<file path="src/rtl/video_tp_pkg.sv">
// Shared types, pattern selectors and colour-bar table for the test-pattern generator.
package video_tp_pkg;

  typedef enum logic [1:0] {
    StIdle,
    StActive,
    StHblank,
    StVblank
  } tp_state_e;

  // Pattern selectors
  localparam logic [1:0] PatXRamp    = 2'd0;
  localparam logic [1:0] PatLineRamp = 2'd1;
  localparam logic [1:0] PatBars     = 2'd2;
  localparam logic [1:0] PatFrameCnt = 2'd3;

  // 100% colour bars, left to right: white, yellow, cyan, green, magenta, red, blue, black
  localparam logic [7:0] BarY [8] = '{8'hEB, 8'hD2, 8'hAA, 8'h91, 8'h6A, 8'h51, 8'h29, 8'h10};
  localparam logic [7:0] BarU [8] = '{8'h80, 8'h10, 8'hA6, 8'h36, 8'hCA, 8'h5A, 8'hF0, 8'h80};
  localparam logic [7:0] BarV [8] = '{8'h80, 8'h92, 8'h10, 8'h22, 8'hDE, 8'hF0, 8'h6E, 8'h80};

  // Byte to emit for the current beat given the selected pattern.
  function automatic logic [7:0] tp_pattern_byte(input logic [1:0]  pat,
                                                 input logic [11:0] x,
                                                 input logic [11:0] line,
                                                 input logic [7:0]  fcnt);
    logic [7:0] res;
    logic [2:0] bar;
    bar = x[10:8];
    res = 8'h00;
    unique case (pat)
      PatXRamp:    res = x[7:0];
      PatLineRamp: res = line[7:0];
      PatBars: begin
        // YUV422 byte order U, Y, V, Y
        unique case (x[1:0])
          2'd0:    res = BarU[bar];
          2'd2:    res = BarV[bar];
          default: res = BarY[bar];
        endcase
      end
      default:     res = fcnt;
    endcase
    return res;
  endfunction

endpackage

</file>
<file path="src/rtl/video_tp_stream_gen.sv">
// AXI4-Stream YUV422 video test-pattern generator with line/frame blanking.
module video_tp_stream_gen
  import video_tp_pkg::*;
#(
  parameter int unsigned DW    = 8,
  parameter int unsigned CNT_W = 16
) (
  input  logic             ACLK,
  input  logic             ARESET,
  input  logic             enable_i,
  input  logic [11:0]      width_i,
  input  logic [11:0]      height_i,
  input  logic [15:0]      hblank_i,
  input  logic [23:0]      vblank_i,
  input  logic [1:0]       pattern_i,
  output logic [DW-1:0]    m_tdata,
  output logic             m_tvalid,
  input  logic             m_tready,
  output logic             m_tuser,
  output logic             m_tlast,
  output logic [DW/8-1:0]  m_tkeep,
  output logic [CNT_W-1:0] frame_cnt_o,
  output logic             busy_o
);

  tp_state_e        state_q, state_d;
  logic [11:0]      width_q, width_d;
  logic [11:0]      height_q, height_d;
  logic [15:0]      hblank_q, hblank_d;
  logic [23:0]      vblank_q, vblank_d;
  logic [1:0]       pattern_q, pattern_d;
  logic [11:0]      x_q, x_d;
  logic [11:0]      line_q, line_d;
  logic [23:0]      blank_q, blank_d;
  logic [CNT_W-1:0] frame_cnt_q, frame_cnt_d;

  logic cfg_ok;
  logic load_cfg;
  logic handshake;
  logic last_x;
  logic last_line;

  assign cfg_ok    = enable_i && (width_i >= 12'd2) && (height_i >= 12'd1);
  assign handshake = m_tvalid && m_tready;
  assign last_x    = (x_q == (width_q - 12'd1));
  assign last_line = (line_q == (height_q - 12'd1));

  // Next-state: frame/line sequencing, blank counting and config capture at frame start
  always_comb begin
    state_d     = state_q;
    width_d     = width_q;
    height_d    = height_q;
    hblank_d    = hblank_q;
    vblank_d    = vblank_q;
    pattern_d   = pattern_q;
    x_d         = x_q;
    line_d      = line_q;
    blank_d     = blank_q;
    frame_cnt_d = frame_cnt_q;
    load_cfg    = 1'b0;

    unique case (state_q)
      StIdle: begin
        if (cfg_ok) begin
          load_cfg = 1'b1;
          state_d  = StActive;
        end
      end
      StActive: begin
        if (handshake) begin
          if (last_x) begin
            x_d = 12'd0;
            if (last_line) begin
              state_d     = StVblank;
              blank_d     = vblank_q;
              frame_cnt_d = frame_cnt_q + CNT_W'(1);
            end else begin
              line_d = line_q + 12'd1;
              if (hblank_q != 16'd0) begin
                state_d = StHblank;
                blank_d = {8'd0, hblank_q};
              end
            end
          end else begin
            x_d = x_q + 12'd1;
          end
        end
      end
      StHblank: begin
        if (blank_q <= 24'd1) begin
          state_d = StActive;
        end else begin
          blank_d = blank_q - 24'd1;
        end
      end
      StVblank: begin
        // A zero vblank still spends one cycle here
        if (blank_q <= 24'd1) begin
          if (cfg_ok) begin
            load_cfg = 1'b1;
            state_d  = StActive;
          end else begin
            state_d = StIdle;
          end
        end else begin
          blank_d = blank_q - 24'd1;
        end
      end
      default: state_d = StIdle;
    endcase

    if (load_cfg) begin
      width_d   = {width_i[11:1], 1'b0};
      height_d  = height_i;
      hblank_d  = hblank_i;
      vblank_d  = vblank_i;
      pattern_d = pattern_i;
      x_d       = 12'd0;
      line_d    = 12'd0;
    end
  end

  // State register with synchronous reset
  always_ff @(posedge ACLK) begin
    if (ARESET) begin
      state_q     <= StIdle;
      width_q     <= 12'd0;
      height_q    <= 12'd0;
      hblank_q    <= 16'd0;
      vblank_q    <= 24'd0;
      pattern_q   <= 2'd0;
      x_q         <= 12'd0;
      line_q      <= 12'd0;
      blank_q     <= 24'd0;
      frame_cnt_q <= '0;
    end else begin
      state_q     <= state_d;
      width_q     <= width_d;
      height_q    <= height_d;
      hblank_q    <= hblank_d;
      vblank_q    <= vblank_d;
      pattern_q   <= pattern_d;
      x_q         <= x_d;
      line_q      <= line_d;
      blank_q     <= blank_d;
      frame_cnt_q <= frame_cnt_d;
    end
  end

  // Stream outputs decode from registered state; x only moves on handshake, so stalls hold them
  always_comb begin
    m_tvalid    = (state_q == StActive);
    m_tuser     = m_tvalid && (x_q == 12'd0) && (line_q == 12'd0);
    m_tlast     = m_tvalid && last_x;
    m_tkeep     = '1;
    m_tdata     = '0;
    if (m_tvalid) begin
      m_tdata = DW'(tp_pattern_byte(pattern_q, x_q, line_q, 8'(frame_cnt_q)));
    end
    busy_o      = (state_q != StIdle);
    frame_cnt_o = frame_cnt_q;
  end

endmodule

</file>
<file path="config.mk">
export PLATFORM = sky130hd
export DESIGN_NAME = video_tp_stream_gen
export DESIGN_NICKNAME = d
export VERILOG_FILES = /design/src/rtl/video_tp_pkg.sv /design/src/rtl/video_tp_stream_gen.sv
export SDC_FILE = /design/constraint.sdc
export NUM_CORES = 1
export LEC_CHECK = 0
export ABC_AREA = 0
export CORE_MARGIN = 2
export CORE_UTILIZATION = 55
export CTS_BUF_LIST = sky130_fd_sc_hd__clkbuf_16
export CTS_CLUSTER_SIZE = 30
export DETAILED_ROUTE_END_ITERATION = 8
export PLACE_DENSITY = 0.91
export SLEW_MARGIN = 5
export SYNTH_ARGS = -nofsm -noshare
export SYNTH_HDL_FRONTEND = slang
export SYNTH_SLANG_ARGS = --single-unit
</file>
<file path="constraint.sdc">
create_clock -name ACLK -period 3.72 [get_ports ACLK]
set_input_delay 0.372 -clock ACLK [delete_from_list [all_inputs] [get_ports ACLK]]
set_output_delay 0.372 -clock ACLK [all_outputs]
set_load 0.005 [all_outputs]
</file>
==> impl_summary.log <==
[metrics] run status: finished, final reports clean
[metrics] Routed wire per std cell: 16.4 um
[metrics] Crit path required time: 3350 ps
[metrics] total vias in the final route: 7381
[metrics] min-delay worst type: reg2reg
[metrics] sequential element share of the synthesized area: a little over a third
[metrics] data arrival at the endpoint of the critical path: 3220 ps
[metrics] Max Slew Vio Count: 0
[metrics] FF+latch count, synth: around 130
[metrics] utilization of the core after routing: 68.7%
[metrics] commonest cells after routing, fill and taps aside: 189 x sky130_fd_sc_hd__nand2_1, 131 x sky130_fd_sc_hd__dfxtp_1, 108 x sky130_fd_sc_hd__a21oi_1, 95 x sky130_fd_sc_hd__clkdlybuf4s50_1, 62 x sky130_fd_sc_hd__nor2_1
[metrics] Ys Warns: 0
[metrics] floorplan die area: roughly 15000 um^2
[metrics] TritonCTS Buffers: 17
[metrics] period utilisation layout: a little over nine tenths
[metrics] startpoint type of the worst setup path: flop
[metrics] maximum clock frequency: 278 MHz
[metrics] later-pin clock latency in the skew report: 420 ps
[metrics] worst setup skew after layout: 7.28 ps
[metrics] most common cell after layout, fill and taps aside: sky130_fd_sc_hd__nand2_1
[metrics] relative contribution of combinational cells to total power: 44.1%
[metrics] DIE WIDTH: 121 um
[metrics] Switching Fraction: 40.3%
[metrics] net switching power: 0.00252 W
[metrics] fillcell total: about 1100
[metrics] Die Ht: 121 um
[metrics] I/O Buffers: 96
[metrics] slew at the pin with the worst max-slew slack: between 700 and 800 ps
[metrics] maxcap violations: 0
[metrics] placement row count: 42
[metrics] total design power: 0.00626 W
[metrics] # DRC: 0
[metrics] clock network power share: 24.6%
[metrics] distinct cell type count of the synthesized netlist: 71
[metrics] net count after synthesis: 1067
[metrics] Core Area: between 10000 and 15000 um^2
[metrics] Design Area, Final: 9130 um^2
[metrics] standard cell with the maximum stage delay on the critical path: sky130_fd_sc_hd__clkdlybuf4s50_1
[metrics] maximum level of the CTS H-tree: 4
[metrics] number of antenna violations at the first check in global routing: 0
[metrics] Critical Path End Type: primary output
[metrics] worst supply voltage drop on vdd: ~0.43 mV
[metrics] Pre-Repair DR Iteration Count: 5
[metrics] maximum clock path buffer count: 2
[metrics] via count of the first global-routing pass: 6838
[metrics] CTS Hold Bufs: 0
[metrics] crit-path leading delay family: simple AND/OR/NAND/NOR gates
[metrics] placed wire-length estimate: 13.9 mm
[metrics] cell area after placement: 8570 um^2
[metrics] Syn Std Cell Area: 7530 um^2
[metrics] buffer cell driving the clock tree root: sky130_fd_sc_hd__clkbuf_16
[metrics] critical path class: reg2out
[metrics] Leak: 3.34 nW
[metrics] total routed wirelength: 20.1 mm
[metrics] proportion of power drawn by flip-flops and latches: 31.3%
[metrics] Int Power: 0.00374 W
[metrics] dominant register cell in the synthesized netlist: sky130_fd_sc_hd__dfxtp_1
[metrics] GRT Util Overall: roughly 28%
[metrics] number of top-level design ports: 99
[metrics] Post-synth EDFFs: 0
[metrics] worst slew slack as a fraction of its limit: slightly above 50%
[metrics] ANT nets after route: 0
[metrics] max incr delay on CP: 520 ps
[metrics] Post-Route Setup TNS: 0 ps
[metrics] maximum number of pins on one net before global-route repair: 69
[metrics] Syn-to-layout area delta: 21.3%
[metrics] sum of buffers and inverters on the critical path: 2
[metrics] Fin. Hold Viols: 0
[metrics] total global routing overflow: 0
[metrics] Post-Synthesis Cells: just under 1000
[metrics] cells traversed along the worst timing path: inv_1, ha_1, xor2_1, nand3_1, nor4b_2, o2111ai_2, or2_2, nor2_1, clkdlybuf4s50_1
[metrics] power density relative to cell area: 685 nW/um^2
[metrics] Clock transition at path regs: 50 ps
[metrics] Vias per Instance: 6.01
[metrics] Synth async-reset ratio: 0%
[metrics] minimum period implied by the final worst setup slack: 3600 ps
[metrics] Final Wtd Congestion: 0.923
[metrics] clock tree from TritonCTS: yes
[metrics] number of inserted diodes: 0
[metrics] Initial DRC Count: a little over 600
[metrics] average footprint of a synthesized cell: 7.75 um^2
[metrics] ratio of cells with drive above 1 in the final layout: 7.60%
[metrics] number of buffers added for setup after CTS: 0
[metrics] Final nets: 1135
[metrics] sinks on the clock net: 131
[metrics] starting density of the core: about 57%
[metrics] top fanout value on the critical path: 7
[metrics] Setup violations, final: 0
[metrics] wire length of the first global-routing pass: about 33 mm
[layer usage]
metal	routed length [um]	track usage (%)
met5	0	0
met4	519	10.3
met3	1530	6.02
met2	9870	48.5
met1	8170	33.8
[power groups by stage]
| stage | clock, W | sequential, W | combinational (W) |
|---|---|---|---|
| floorplan | 0 | 0.00186 | 0.00213 |
| global placement | 0 | 0.00196 | 0.00259 |
| detailed placement | 0 | 0.00197 | 0.00267 |
| CTS | 0.00155 | 0.00195 | 0.00270 |
| global route | 0.00162 | 0.00199 | 0.00306 |
| finish | 0.00154 | 0.00196 | 0.00276 |
[layout make-up]
type	count	area [um^2]	share of cell area (%)
flip-flops and latches	131	2620	28.7
repair buffers	111	1090	12.0
well taps	176	220	2.41
clock buffers	17	425	4.66
inverters	26	97.6	1.07
clock inverters	15	114	1.25
multi-input cells	752	4560	49.9
[worst paths after layout]
| path | cells after the start | end | slack [ps] | start |
|---|---|---|---|---|
| max | 9 | m_tlast | 120 | width_q[1] |
| min | 2 | vblank_q[5] | 450 | vblank_q[5] |
| max reg2reg | 10 | blank_q[3] | 330 | width_q[1] |
| min reg2reg | 2 | vblank_q[5] | 450 | vblank_q[5] |
[cell usage after synthesis, types with 23 or more instances]
| master | number | area [um^2] |
|---|---|---|
| sky130_fd_sc_hd__o21ai_0 | 44 | 220 |
| sky130_fd_sc_hd__nand3_1 | 23 | 115 |
| sky130_fd_sc_hd__a21oi_1 | 108 | 541 |
| sky130_fd_sc_hd__nor3_1 | 26 | 130 |
| sky130_fd_sc_hd__ha_1 | 26 | 325 |
| sky130_fd_sc_hd__xor2_1 | 27 | 236 |
| sky130_fd_sc_hd__dfxtp_1 | 131 | 2620 |
| sky130_fd_sc_hd__nor2_1 | 62 | 233 |
| sky130_fd_sc_hd__nor4_1 | 24 | 150 |
| sky130_fd_sc_hd__xnor2_1 | 24 | 210 |
| sky130_fd_sc_hd__inv_1 | 25 | 93.8 |
| sky130_fd_sc_hd__nand2_1 | 189 | 709 |
| sky130_fd_sc_hd__clkbuf_1 | 41 | 154 |
[sequential cells by signal, indices dropped and copies added (netlist names)]
signal / count
width_q: 11
x_q: 12
pattern_q: 2
state_q: 2
blank_q: 24
line_q: 12
hblank_q: 16
vblank_q: 24
frame_cnt_o: 16
height_q: 12
[per-stage QoR]
stage / worst slack [ps] / hold WS [ps] / instances
3_5_place_dp: 350 / 446 / 1196
4_1_cts: 33.2 / 445 / 1228
2_1_floorplan: 865 / 433 / 971
5_1_grt: -18.2 / 473 / 1228
3_3_place_gp: 455 / 439 / 1196
6_report: 123 / 454 / 1228
[logic make-up after synthesis]
logic type	count (synthesis)	share of synthesized area, %
and+or+nand+nor	425	27.4
xor gates and xnor gates	51	5.93
other	1	0.0498
AOI/OAI and AO/OA	220	17.8
muxes	29	4.62
DFF	131	34.8
buffers and inverters	88	5.03
adders and majority gates	26	4.32
[worst reg2reg max path, cell delays in order (launching register included)]
cell and delay (ps):
sky130_fd_sc_hd__dfxtp_1 460, sky130_fd_sc_hd__inv_1 80, sky130_fd_sc_hd__ha_1 310, sky130_fd_sc_hd__xor2_1 150, sky130_fd_sc_hd__nand3_1 130, sky130_fd_sc_hd__nor4b_2 390
sky130_fd_sc_hd__o2111ai_2 240, sky130_fd_sc_hd__o21ai_0 440, sky130_fd_sc_hd__and3_1 560, sky130_fd_sc_hd__o21ai_0 210, sky130_fd_sc_hd__a32o_1 300
[what timing repair did]
item                                    4_1_cts  5_1_grt
resized for setup                             0        3
endpoints found under the hold margin         0        0
endpoints found under the setup margin        0       10
Note: power is estimated with default switching activity, not from simulation.
